## config.mk

```make
export PLATFORM = sky130hd
export DESIGN_NAME = dmem_arbiter
export DESIGN_NICKNAME = d
export VERILOG_FILES = /design/src/rtl/dmem_arb_pkg.sv /design/src/rtl/starve_ctr.sv /design/src/rtl/dmem_arbiter.sv
export SDC_FILE = /design/constraint.sdc
export NUM_CORES = 1
export LEC_CHECK = 0
export BUFFER_PORTS_ARGS = -buffer_cell sky130_fd_sc_hd__buf_2
export CORE_AREA = 4 4 120 122
export CTS_CLUSTER_SIZE = 10
export DETAILED_ROUTE_END_ITERATION = 12
export DIE_AREA = 0 0 124 126
export PLACE_DENSITY_LB_ADDON = 0.1
export SYNTH_ARGS = -nofsm -noshare
export SYNTH_HDL_FRONTEND = slang
export SYNTH_SLANG_ARGS = --single-unit
```

## constraint.sdc

```tcl
create_clock -name clk -period 2.3 [get_ports clk]
set_clock_uncertainty 0.1 [all_clocks]
set_input_delay 0.345 -clock clk [delete_from_list [all_inputs] [get_ports clk]]
set_output_delay 0.345 -clock clk [all_outputs]
set_load 0.05 [all_outputs]
```

## src/rtl/dmem_arb_pkg.sv

```systemverilog
// Shared types and widths for the data-memory arbiter.
package dmem_arb_pkg;

  typedef enum logic {GNT_CPU, GNT_DMA} grant_t;

  localparam int unsigned STARVE_W = 4;

endpackage

```

## src/rtl/starve_ctr.sv

```systemverilog
// Saturating count of consecutive denied DMA cycles; at_max requests a forced grant.
module starve_ctr
  import dmem_arb_pkg::*;
#(
  parameter int unsigned STARVE_MAX = 4
) (
  input  logic clk,
  input  logic reset,
  input  logic clr,
  input  logic inc,
  output logic at_max
);

  logic [STARVE_W-1:0] cnt;

  always_ff @(posedge clk) begin
    if (!reset) begin
      cnt <= '0;
    end else if (clr) begin
      cnt <= '0;
    end else if (inc && !at_max) begin
      cnt <= cnt + STARVE_W'(1);
    end
  end

  assign at_max = (cnt == STARVE_W'(STARVE_MAX));

endmodule

```

## src/rtl/dmem_arbiter.sv

```systemverilog
// Shares the data-memory port between the core (priority) and a DMA requester,
// with a bounded-starvation forced DMA grant that stalls the core for one cycle.
module dmem_arbiter
  import dmem_arb_pkg::*;
#(
  parameter int unsigned ADDR_W     = 32,
  parameter int unsigned DATA_W     = 32,
  parameter int unsigned STARVE_MAX = 4
) (
  input  logic                clk,
  input  logic                reset,
  input  logic                cpu_req,
  input  logic                cpu_we,
  input  logic [ADDR_W-1:0]   cpu_addr,
  input  logic [DATA_W-1:0]   cpu_wdata,
  input  logic [DATA_W/8-1:0] cpu_web,
  output logic [DATA_W-1:0]   cpu_rdata,
  output logic                cpu_stall,
  input  logic                dma_valid,
  input  logic                dma_we,
  input  logic [ADDR_W-1:0]   dma_addr,
  input  logic [DATA_W-1:0]   dma_wdata,
  input  logic [DATA_W/8-1:0] dma_web,
  output logic                dma_ready,
  output logic [DATA_W-1:0]   dma_rdata,
  output logic                dma_rvalid,
  output logic                mem_we,
  output logic [ADDR_W-1:0]   mem_addr,
  output logic [DATA_W-1:0]   mem_wdata,
  output logic [DATA_W/8-1:0] mem_web,
  input  logic [DATA_W-1:0]   mem_rdata
);

  localparam int unsigned BE_W = DATA_W / 8;

  grant_t grant;
  logic   at_max;
  logic   force_dma;
  logic   ctr_clr;
  logic   ctr_inc;

  starve_ctr #(.STARVE_MAX(STARVE_MAX)) u_starve_ctr (
    .clk    (clk),
    .reset  (reset),
    .clr    (ctr_clr),
    .inc    (ctr_inc),
    .at_max (at_max)
  );

  // Grant decision; everything is suppressed while reset is held.
  always_comb begin
    force_dma = 1'b0;
    grant     = GNT_CPU;
    if (reset) begin
      force_dma = dma_valid && cpu_req && at_max;
      if (dma_valid && (!cpu_req || force_dma)) begin
        grant = GNT_DMA;
      end
    end
  end

  assign ctr_clr = (grant == GNT_DMA) || !dma_valid;
  assign ctr_inc = dma_valid && cpu_req && !force_dma;

  // Memory port mux; idle defaults point at the core address with no write.
  always_comb begin
    mem_we    = 1'b0;
    mem_addr  = cpu_addr;
    mem_wdata = cpu_wdata;
    mem_web   = '0;
    dma_ready = 1'b0;
    cpu_stall = 1'b0;
    if (reset) begin
      cpu_stall = force_dma;
      if (grant == GNT_DMA) begin
        dma_ready = 1'b1;
        mem_we    = dma_we;
        mem_addr  = dma_addr;
        mem_wdata = dma_wdata;
        mem_web   = dma_web;
      end else if (cpu_req && cpu_we) begin
        mem_we  = 1'b1;
        mem_web = cpu_web;
      end
    end
  end

  assign cpu_rdata = mem_rdata;

  // DMA read data is captured at the edge ending the accepting cycle.
  always_ff @(posedge clk) begin
    if (!reset) begin
      dma_rvalid <= 1'b0;
      dma_rdata  <= '0;
    end else begin
      dma_rvalid <= dma_ready && !dma_we;
      if (dma_ready && !dma_we) begin
        dma_rdata <= mem_rdata;
      end
    end
  end

  logic unused_be;
  assign unused_be = (BE_W == 0);

endmodule

```

## After elaboration in Yosys (flattened, before gate mapping)

Index checks and enable logic that the tools add are counted.

| word-level totals | value |
|---|---|
| register bits after elaboration | 37 |
| input bits | 174 |
| output and inout bits | 136 |
| word-level logic and storage cells | 37 |

| operators by class | value |
|---|---|
| $add $sub $neg | 1 |
| equality and inequality tests | 1 |
| mux-type cells | 16 |
| bitwise gates (word level) | 1 |
| reductions and logical operators | 15 |

Operators with widths:

| kind | number |
|---|---|
| $mux 32 | 4 |
| $mux 4 | 3 |
| $mux 1 | 9 |
| $logic_and 1x1->1 | 7 |
| $logic_not 1->1 | 5 |
| $add 4x1->4 const B | 1 |
| $eq 4x3->1 const B | 1 |
| $logic_or 1x1->1 | 2 |
| $reduce_or 2->1 | 1 |
| $not 1->1 | 1 |

## Depth between registers and ports, before layout

Gate-level depths: netlist of the first run.

| depth | value |
|---|---|
| depth after elaboration | 9 |
| mapped depth | 7 |
| depth with buffers taken out | 5 |

## By module

Synthesis of the first run repeated with hierarchy kept, for this count alone.

| second synthesis, totals | value |
|---|---|
| cell total of the unflattened synthesis | 304 |
| area, all modules | 2,919.0 sq um |

By module, submodules not included:

| module | instances | cells each | area each (sq um) | seq. area each (sq um) |
|---|---|---|---|---|
| dmem_arbiter | 1 | 278 | 2,715.1 | 660.6 |
| starve_ctr | 1 | 26 | 203.9 | 80.1 |

## Worst setup path before layout of the first run

No wires, ideal clock.

| timing path | value |
|---|---|
| path type | register -> output |
| from | reg u_starve_ctr.cnt[0] |
| to | out mem_addr[22] |
| arrival time | 1.669 ns |
| path slack | 0.186 ns |
| cell stages (with the launch flop) | 7 |
| path buffers | 1 |
| cells stage by stage | dfxtp_1 -> inv_1 -> ha_1 -> nand3b_4 -> a21oi_2 -> buf_4 -> mux2_2 |

| between the ends | value |
|---|---|
| cells in the longest elaborated chain, start to end | 8 |

Ends and longest elaborated chain:

| item | line | RTL |
|---|---|---|
| start, declared | starve_ctr.sv:14 | `logic [STARVE_W-1:0] cnt;` |
| start signal, assigned | starve_ctr.sv:22 | `cnt <= cnt + STARVE_W'(1);` |
| $eq 4x3->1 | starve_ctr.sv:26 | `assign at_max = (cnt == STARVE_W'(STARVE_MAX));` |
| $logic_and 1x1->1 | dmem_arbiter.sv:55 | `force_dma = dma_valid && cpu_req && at_max;` |
| $logic_or 1x1->1 | dmem_arbiter.sv:56 | `if (dma_valid && (!cpu_req \|\| force_dma)) begin` |
| $logic_and 1x1->1 | dmem_arbiter.sv:56 |  |
| $mux 1 | dmem_arbiter.sv:56 |  |
| $mux 1 | dmem_arbiter.sv:54 | `if (reset) begin` |
| $mux 32 | dmem_arbiter.sv:75 | `if (grant == GNT_DMA) begin` |
| $mux 32 | dmem_arbiter.sv:73 | `if (reset) begin` |
| end, declared | dmem_arbiter.sv:28 | `output logic [ADDR_W-1:0] mem_addr,` |

Every way passes these cells.

## Worst setup path in the final report of the first run

| timing path | value |
|---|---|
| from | reg u_starve_ctr.cnt[0] |
| to | out mem_wdata[25] |

| between the ends | value |
|---|---|
| cells in the longest elaborated chain, start to end | 8 |

Ends and longest elaborated chain:

| item | line | RTL |
|---|---|---|
| $eq 4x3->1 | starve_ctr.sv:26 |  |
| $logic_and 1x1->1 | dmem_arbiter.sv:55 |  |
| $logic_or 1x1->1 | dmem_arbiter.sv:56 |  |
| $logic_and 1x1->1 | dmem_arbiter.sv:56 |  |
| $mux 1 | dmem_arbiter.sv:56 |  |
| $mux 1 | dmem_arbiter.sv:54 |  |
| $mux 32 | dmem_arbiter.sv:75 |  |
| $mux 32 | dmem_arbiter.sv:73 |  |
| end, declared | dmem_arbiter.sv:29 | `output logic [DATA_W-1:0] mem_wdata,` |

Every way passes these cells.

==> impl_results.md, run 1 <==
- Power density relative to cell area: 495 nW/um^2
- Maximum net fanout on the critical path: 9
- Worst hold path depth: 3
- Area share of the largest cell type after synthesis: 28.3%
- Count leader, synth: sky130_fd_sc_hd__mux2_2
- Number of standard cells in the final layout excluding fillers: 744
- Endpoint of the worst register-to-register path: dma_rdata[8]$_SDFFE_PN0P_
- Final number of setup-violating endpoints: 54
- Wirelength, routed: around 14 mm
- Buffer type at the clock tree root: sky130_fd_sc_hd__clkbuf_16
- Final worst path period need: 2370 ps
- Nets: around 740
- Static power due to leakage: 2.92 nW
- Cell types with the highest counts after synthesis: sky130_fd_sc_hd__mux2_2 (64), sky130_fd_sc_hd__buf_4 (39), sky130_fd_sc_hd__dfxtp_1 (37)
- Run status: finished, violations left
- Yosys top cell by area: sky130_fd_sc_hd__dfxtp_1
- Share of post-route cells with drive strength above 1: approximately three quarters
- Worst Reg2Reg Path Length in Cells: 7
- Row Count: 42
- Initial DRC count: 71
- DR pass1 iterations: 4
- Portion of the post-synthesis area used by sequential elements: ~28%
- Post-synthesis cell count: roughly 280
- Post-synthesis register bit count: 37
- Clock slew seen by the registers of the worst setup and hold paths: around 60 ps
- Worst EP arrival: 1920 ps
- Total power of the final layout: 0.00253 W
- Number of nets produced by synthesis: 451
- Post-CTS Hold Fix Bufs: 0
- Number of buffers added by the clock tree synthesis step: 5
- Initial cell density of the core: about a fifth
- Area growth from synthesis to layout: 95.8%
- EDFF count, synth: 0
- Origin of the critical flop-to-flop path: u_starve_ctr.cnt[0]$_SDFFE_PP0P_
- Total count of max-transition violations in the final report: 0
- Worst hold-check path type: in2reg
- Post-detailed-route count of antenna-violating nets: 0
- DRC: 0
- Number of antenna violations at the first check in global routing: 2
- Mapped cell area: 2610 um^2
- Die boundary width: about 120 um
- Synth Area per Inst: 9.50 um^2
- Maximum VDD drop: 0.336 mV
- Floorplan die area: approximately 16000 um^2
- Final count of hold timing violations: 0
- CP startpoint kind: register
- Hold path startpoint: mem_rdata[6]
- Final weighted congestion in routability-driven placement: between 0.7 and 0.8
- Rel. slew slack: 36.5%
- Post-route worst hold slack: 205 ps
- Die Span Y: 126 um
- Proportion of register bits with asynchronous set or reset after synthesis: 0%
- Pin count of the biggest net entering global routing: 39
- Clock Tree Buf Depth: 2
- Congestion Overflow GR: 0
- Final HPWL from detailed placement: 10.9 mm
- Failing checks: setup timing
- Highest achievable clock rate: 422 MHz
- Netlist cell types: 21
- Routed WL per cell: around 18 um
- Via count of the first global-routing pass: 3165
- Largest cells by area after synthesis: sky130_fd_sc_hd__dfxtp_1 (28%), sky130_fd_sc_hd__mux2_2 (28%), sky130_fd_sc_hd__mux2i_1 (12%), sky130_fd_sc_hd__buf_4 (11%), sky130_fd_sc_hd__inv_1 (5.2%)
- CTS tree: done
- Vias post-DR: 2971
- Crit Path Class: reg2out
- DR vias/cell: 3.99
- Critical path capture point type: output pin
- Clock sinks: 37
- Max cap viols: 0
- Total core area: 13200 um^2
- Most common flop cell mapped by yosys: sky130_fd_sc_hd__dfxtp_1
- Hold endpoint: dma_rdata[6]$_SDFFE_PN0P_
- Final worst-path setup slack: -69.7 ps
- Total GRT Usage: ~16%
- Port bufs: a little over 300
- Total instance count after detailed placement: 722
- Clock latency at the later pin of the worst-skew pair: 270 ps
- CP Data Required Time: 1860 ps
- Setup slack of the worst register-to-register path: around 240 ps
- I/O pin count: between 300 and 400
- Total of warnings raised by yosys: 0
- Tightest Pin Transition: 952 ps
- Share of the cycle needed by the critical path after routing: 103%
- First-pass GRT wire length: 18.5 mm
- CTS H-Tree Depth: 2
- Unrepaired setup endpoints after global routing: yes
## logic make-up (layout without fill, tap and decap cells)
| kind of cell | Yosys count | count (layout) | synth area share [%] |
|---|---|---|---|
| and+or+nand+nor | 48 | 48 | 8.28 |
| AOI/OAI and AO/OA | 2 | 2 | 0.670 |
| DFF | 37 | 37 | 28.3 |
| other | 0 | 2 | 0 |
| buffers and inverters | 83 | 374 | 19.1 |
| xor gates and xnor gates | 2 | 2 | 0.670 |
| adders and majority gates | 2 | 2 | 0.957 |
| muxes | 101 | 101 | 42.0 |
## per-stage QoR
step           worst slack (ps)  utilization [%]  area (um^2)  setup TNS [ps]
3_5_place_dp               73.2             31.4         4140               0
6_report                  -69.7             38.8         5120           -2090
2_1_floorplan               186                -         2610               0
5_1_grt                    -148             38.8         5120           -7230
4_1_cts                   -87.3             38.2         5040           -3560
3_3_place_gp                101             31.4         4140               0
## power by group
part	total (W)	switching [W]	internal, W
clock	0.000654	0.000256	0.000398
sequential	0.000674	0.0000102	0.000663
combinational	0.00121	0.000734	0.000473
## metal layers
| metal | up-vias | share of wire [%] | GRT usage, % |
|---|---|---|---|
| met1 | 1350 | 33 | 15.4 |
| li1 | 1450 | - | - |
| met4 | 0 | 2.6 | 5.80 |
| met3 | 15 | 9.3 | 3.68 |
| met5 | - | 0 | 0 |
| met2 | 156 | 55 | 30.7 |
## area by class of cell
cell class	count	area, um^2
sequential	37	743
timing repair buffer	331	2380
antenna	2	5.00
tap	176	220
clock inverter	1	8.76
multi-input combinational	155	1490
inverter	36	135
clock buffer	6	129
fill	1322	8070
## critical path, stage by stage (launching register included)
cell                        delay (ps)
sky130_fd_sc_hd__dfxtp_2           320
sky130_fd_sc_hd__inv_2              60
sky130_fd_sc_hd__ha_4              130
sky130_fd_sc_hd__nand3b_4           80
sky130_fd_sc_hd__a21oi_4           180
sky130_fd_sc_hd__buf_12            190
sky130_fd_sc_hd__clkbuf_16         170
sky130_fd_sc_hd__mux2_2            350
sky130_fd_sc_hd__buf_6             160
## worst max path at each step
| stage | start | to | slack [ps] | cells past startpoint |
|---|---|---|---|---|
| global placement | u_starve_ctr.cnt[0]$_SDFFE_PP0P_ | mem_addr[11] | 100 | 8 |
| floorplan | u_starve_ctr.cnt[0]$_SDFFE_PP0P_ | mem_addr[22] | 190 | 6 |
| global route | u_starve_ctr.cnt[0]$_SDFFE_PP0P_ | mem_wdata[25] | -150 | 8 |
| finish | u_starve_ctr.cnt[0]$_SDFFE_PP0P_ | mem_wdata[25] | -70 | 8 |
| detailed placement | u_starve_ctr.cnt[0]$_SDFFE_PP0P_ | mem_addr[11] | 70 | 8 |
| CTS | u_starve_ctr.cnt[0]$_SDFFE_PP0P_ | mem_addr[26] | -90 | 8 |
## layout by cell type, fill, tap and decap left out
cell type                   count
sky130_fd_sc_hd__a211o_2        1
sky130_fd_sc_hd__a21oi_4        1
sky130_fd_sc_hd__and2_1         1
sky130_fd_sc_hd__and3_1         5
sky130_fd_sc_hd__buf_12         4
sky130_fd_sc_hd__buf_16         2
sky130_fd_sc_hd__buf_2        240
sky130_fd_sc_hd__buf_4          6
sky130_fd_sc_hd__buf_6         54
sky130_fd_sc_hd__buf_8         23
sky130_fd_sc_hd__clkbuf_1       1
sky130_fd_sc_hd__clkbuf_16      7
sky130_fd_sc_hd__clkinv_4       1
sky130_fd_sc_hd__dfxtp_1       35
sky130_fd_sc_hd__dfxtp_2        2
sky130_fd_sc_hd__diode_2        2
sky130_fd_sc_hd__ha_1           1
sky130_fd_sc_hd__ha_4           1
sky130_fd_sc_hd__inv_1         34
sky130_fd_sc_hd__inv_2          2
sky130_fd_sc_hd__mux2_2        43
sky130_fd_sc_hd__mux2_4        26
sky130_fd_sc_hd__mux2i_1       32
sky130_fd_sc_hd__nand2_1       33
sky130_fd_sc_hd__nand2b_1       1
sky130_fd_sc_hd__nand3_1        2
sky130_fd_sc_hd__nand3b_4       1
sky130_fd_sc_hd__nor2_1         5
sky130_fd_sc_hd__xnor2_1        1
sky130_fd_sc_hd__xor2_1         1
## sequential cells by signal, indices dropped and copies added (netlist names)
register,flops
dma_rdata,32
u_starve_ctr.cnt,4
dma_rvalid,1
## what timing repair did
| action | CTS | global route |
|---|---|---|
| pin swaps | 0 | 1 |
| setup buffers | 8 | 1 |
| cloned | 2 | 2 |
| gates resized for setup | 200 | 3 |
| endpoints found under the setup margin | 69 | 69 |
(Power assumes the default switching activity.)
==> run 2, diff against run 1 <==
==> constraint.sdc (replaced) <==
create_clock -name clk -period 2.3 [get_ports clk]
set_clock_uncertainty 0.1 [all_clocks]
set_input_delay 0.115 -clock clk [delete_from_list [all_inputs] [get_ports clk]]
set_output_delay 0.115 -clock clk [all_outputs]
set_load 0.05 [all_outputs]
==> run 2 against run 1 <==
  * The flow now finishes without violations
  * Clock power barely moved
  * First-iteration DRC count up 4.2%
  * Hold slack got worse by 200 ps
  * Sequential share of layout area up 1.0 points
  * Count of clock-buffer cells in the layout is the same
  * Critical endpoint is now mem_addr[11]
==> impl_results.md, run 2 (same netlist as run 1, synthesis figures left out) <==
- Run status: finished clean
- Unrepaired setup endpoints after global routing: yes
- CTS tree: done
- Nets: 756 (+1.9%)
- Clock sinks: 37 (unchanged)
- CP startpoint kind: register
- Slowest cell on crit path: sky130_fd_sc_hd__mux2_2
- Critical path capture point type: output pin
- Final count of hold timing violations: 0 (unchanged)
- Port bufs: 309 (unchanged)
- Total GRT Usage: 14.0% (-1.6 points)
- Final number of setup-violating endpoints: 0 (-100%)
- Via count of the first global-routing pass: 3016 (-4.7%)
- Share of post-route cells with drive strength above 1: 66.9% (-6.2 points)
- Final worst path period need: 2250 ps (-122 ps)
- Post-detailed-route count of antenna-violating nets: 0 (unchanged)
- Maximum VDD drop: 0.291 mV (-13%)
- Die Span Y: 126 um (unchanged)
- DRC: 0 (unchanged)
- Initial DRC count: 74 (+4.2%)
- Routed WL per cell: 16.4 um (-9.7%)
- Die boundary width: 124 um (unchanged)
- Highest cell delay on the worst timing path: 370 ps (+20 ps)
- Initial cell density of the core: 19.8% (unchanged)
- Hold endpoint: dma_rdata[28]$_SDFFE_PN0P_
- Final weighted congestion in routability-driven placement: 0.796 (+1.4%)
- Worst Reg2Reg Path Length in Cells: 5 (-2)
- Share of the cycle needed by the critical path after routing: 97.7% (-5.3 points)
- Origin of the critical flop-to-flop path: u_starve_ctr.cnt[0]$_SDFFE_PP0P_
- Crit Path Class: reg2out
- Power density relative to cell area: 506 nW/um^2 (+2.3%)
- Clock latency at the later pin of the worst-skew pair: 270 ps (about the same)
- Total instance count after detailed placement: 715 (-0.97%)
- Vias post-DR: 2989 (+0.61%)
- Tightest Pin Transition: 963 ps (+10.9 ps)
- Maximum net fanout on the critical path: 18 (+9)
- Highest achievable clock rate: 445 MHz (+5.4%)
- First-pass GRT wire length: 16.8 mm (-9.0%)
- Hold path startpoint: mem_rdata[28]
- Buffer type at the clock tree root: sky130_fd_sc_hd__clkbuf_16
- Flip-flop count of the largest register, all copies and words added: 32 (unchanged)
- Max cap viols: 0 (unchanged)
- I/O pin count: 310 (unchanged)
- DR vias/cell: 3.95 (-1.1%)
- Worst EP arrival: 2030 ps (+110 ps)
- Final sum of negative setup slack: 0 ps (+2090 ps)
- Clock slew seen by the registers of the worst setup and hold paths: 60 ps (about the same)
- Pin count of the biggest net entering global routing: 39 (unchanged)
- CTS H-Tree Depth: 2 (unchanged)
- Area growth from synthesis to layout: 82.6%
- Worst hold path depth: 3 (unchanged)
- Worst hold-check path type: in2reg
- Clock Tree Buf Depth: 2 (unchanged)
- Endpoint of the worst register-to-register path: dma_rdata[30]$_SDFFE_PN0P_
- Number of buffers added by the clock tree synthesis step: 5 (unchanged)
- Most used cells in the layout excluding fill and tap cells: sky130_fd_sc_hd__buf_2 (244), sky130_fd_sc_hd__mux2_2 (64), sky130_fd_sc_hd__buf_4 (61)
- Number of standard cells in the final layout excluding fillers: 757 (+1.7%)
- Setup slack of the worst register-to-register path: 290 ps (+50 ps)
- Congestion Overflow GR: 0 (unchanged)
- Total count of max-transition violations in the final report: 0 (unchanged)
- CP cell instances: inv_1, ha_1, nand3b_4, a21oi_4, buf_12, buf_12, mux2_2, buf_4
- Final HPWL from detailed placement: 9.87 mm (-9.9%)
- Number of antenna violations at the first check in global routing: 1 (-1)
- Most common library cell in the layout ignoring fill and taps: sky130_fd_sc_hd__buf_2
- Register ranked first by flip-flop count: dma_rdata
- Wirelength, routed: 12.4 mm (-8.2%)
- Floorplan die area: 15600 um^2 (unchanged)
- Static power due to leakage: 2.74 nW (-6.1%)
- Most frequent cell on the critical path: sky130_fd_sc_hd__buf_12
- Total core area: 13200 um^2 (unchanged)
- Top flop regs: dma_rdata: 32 flops, u_starve_ctr.cnt: 4 flops, dma_rvalid: 1 flops
- Row Count: 42 (unchanged)
- Rel. slew slack: 35.8% (-0.73 points)
- Total power of the final layout: 0.00242 W (-4.7%)
- DR pass1 iterations: 4 (unchanged)
- CP Data Required Time: 2090 ps (+230 ps)
[run 2: how the worst max path moves through the flow]
| stage | start | to | slack [ps] | cells after the start |
|---|---|---|---|---|
| final | u_starve_ctr.cnt[0]$_SDFFE_PP0P_ | mem_addr[11] | 50 | 8 |
| after global routing | u_starve_ctr.cnt[0]$_SDFFE_PP0P_ | mem_addr[11] | -20 | 8 |
| after CTS | u_starve_ctr.cnt[0]$_SDFFE_PP0P_ | mem_addr[11] | -20 | 7 |
| after detailed placement | u_starve_ctr.cnt[0]$_SDFFE_PP0P_ | mem_addr[11] | 240 | 7 |
| after global placement | u_starve_ctr.cnt[0]$_SDFFE_PP0P_ | mem_addr[11] | 240 | 7 |
| after floorplan | u_starve_ctr.cnt[0]$_SDFFE_PP0P_ | mem_addr[22] | 420 | 6 |
[run 2: worst max-delay path: cells and delay by family, from the launching register on]
family                     cells  cell delay [ps]
DFF                            1              330
AOI/OAI and AO/OA              1              180
and+or+nand+nor                1              110
muxes                          1              370
adders and majority gates      1              180
buffers and inverters          4              560
[run 2: cell type report]
type / count / area (um^2)
Multi-Input combinational cell: 155 / 1380
Fill cell: 1392 / 8420
Tap cell: 176 / 220
Sequential cell: 37 / 741
Timing Repair Buffer: 345 / 2150
Clock inverter: 1 / 8.76
Clock buffer: 6 / 129
Antenna cell: 1 / 2.50
Inverter: 36 / 135
[run 2: per-stage QoR]
stage / worst slack (ps) / hold slack [ps] / instance area, um^2 / util [%]
floorplan: 416 / 147 / 2610 / -
global placement: 244 / 259 / 4050 / 30.7
detailed placement: 240 / 266 / 4050 / 30.7
CTS: -22.6 / 3.01 / 4610 / 34.9
global route: -20.0 / 26.4 / 4770 / 36.2
finish: 52.0 / 9.13 / 4770 / 36.2
[run 2: repair_timing]
item                                    4_1_cts  5_1_grt
endpoints found under the hold margin        30        0
pin swaps                                     1        1
cloned                                        1        2
resized for setup                            37       64
hold buffers                                 30        0
endpoints found under the setup margin       66       69
buffers inserted                              0        1
[run 2: routing by layer]
layer  share of wire (%)  GRT usage, %
met1                  32          13.8
met2                  56          28.0
met3                  12          3.99
met4                0.94          3.29
met5                   0             0
[run 2: power breakdown]
group / total (W) / internal, W / leakage, nW / switching, W
Combinational: 0.00109 / 0.000389 / 2.37 / 0.000700
Sequential: 0.000674 / 0.000663 / 0.301 / 0.0000103
Clock: 0.000653 / 0.000398 / 0.0669 / 0.000256
Total: 0.00242 / 0.00145 / 2.74 / 0.000967
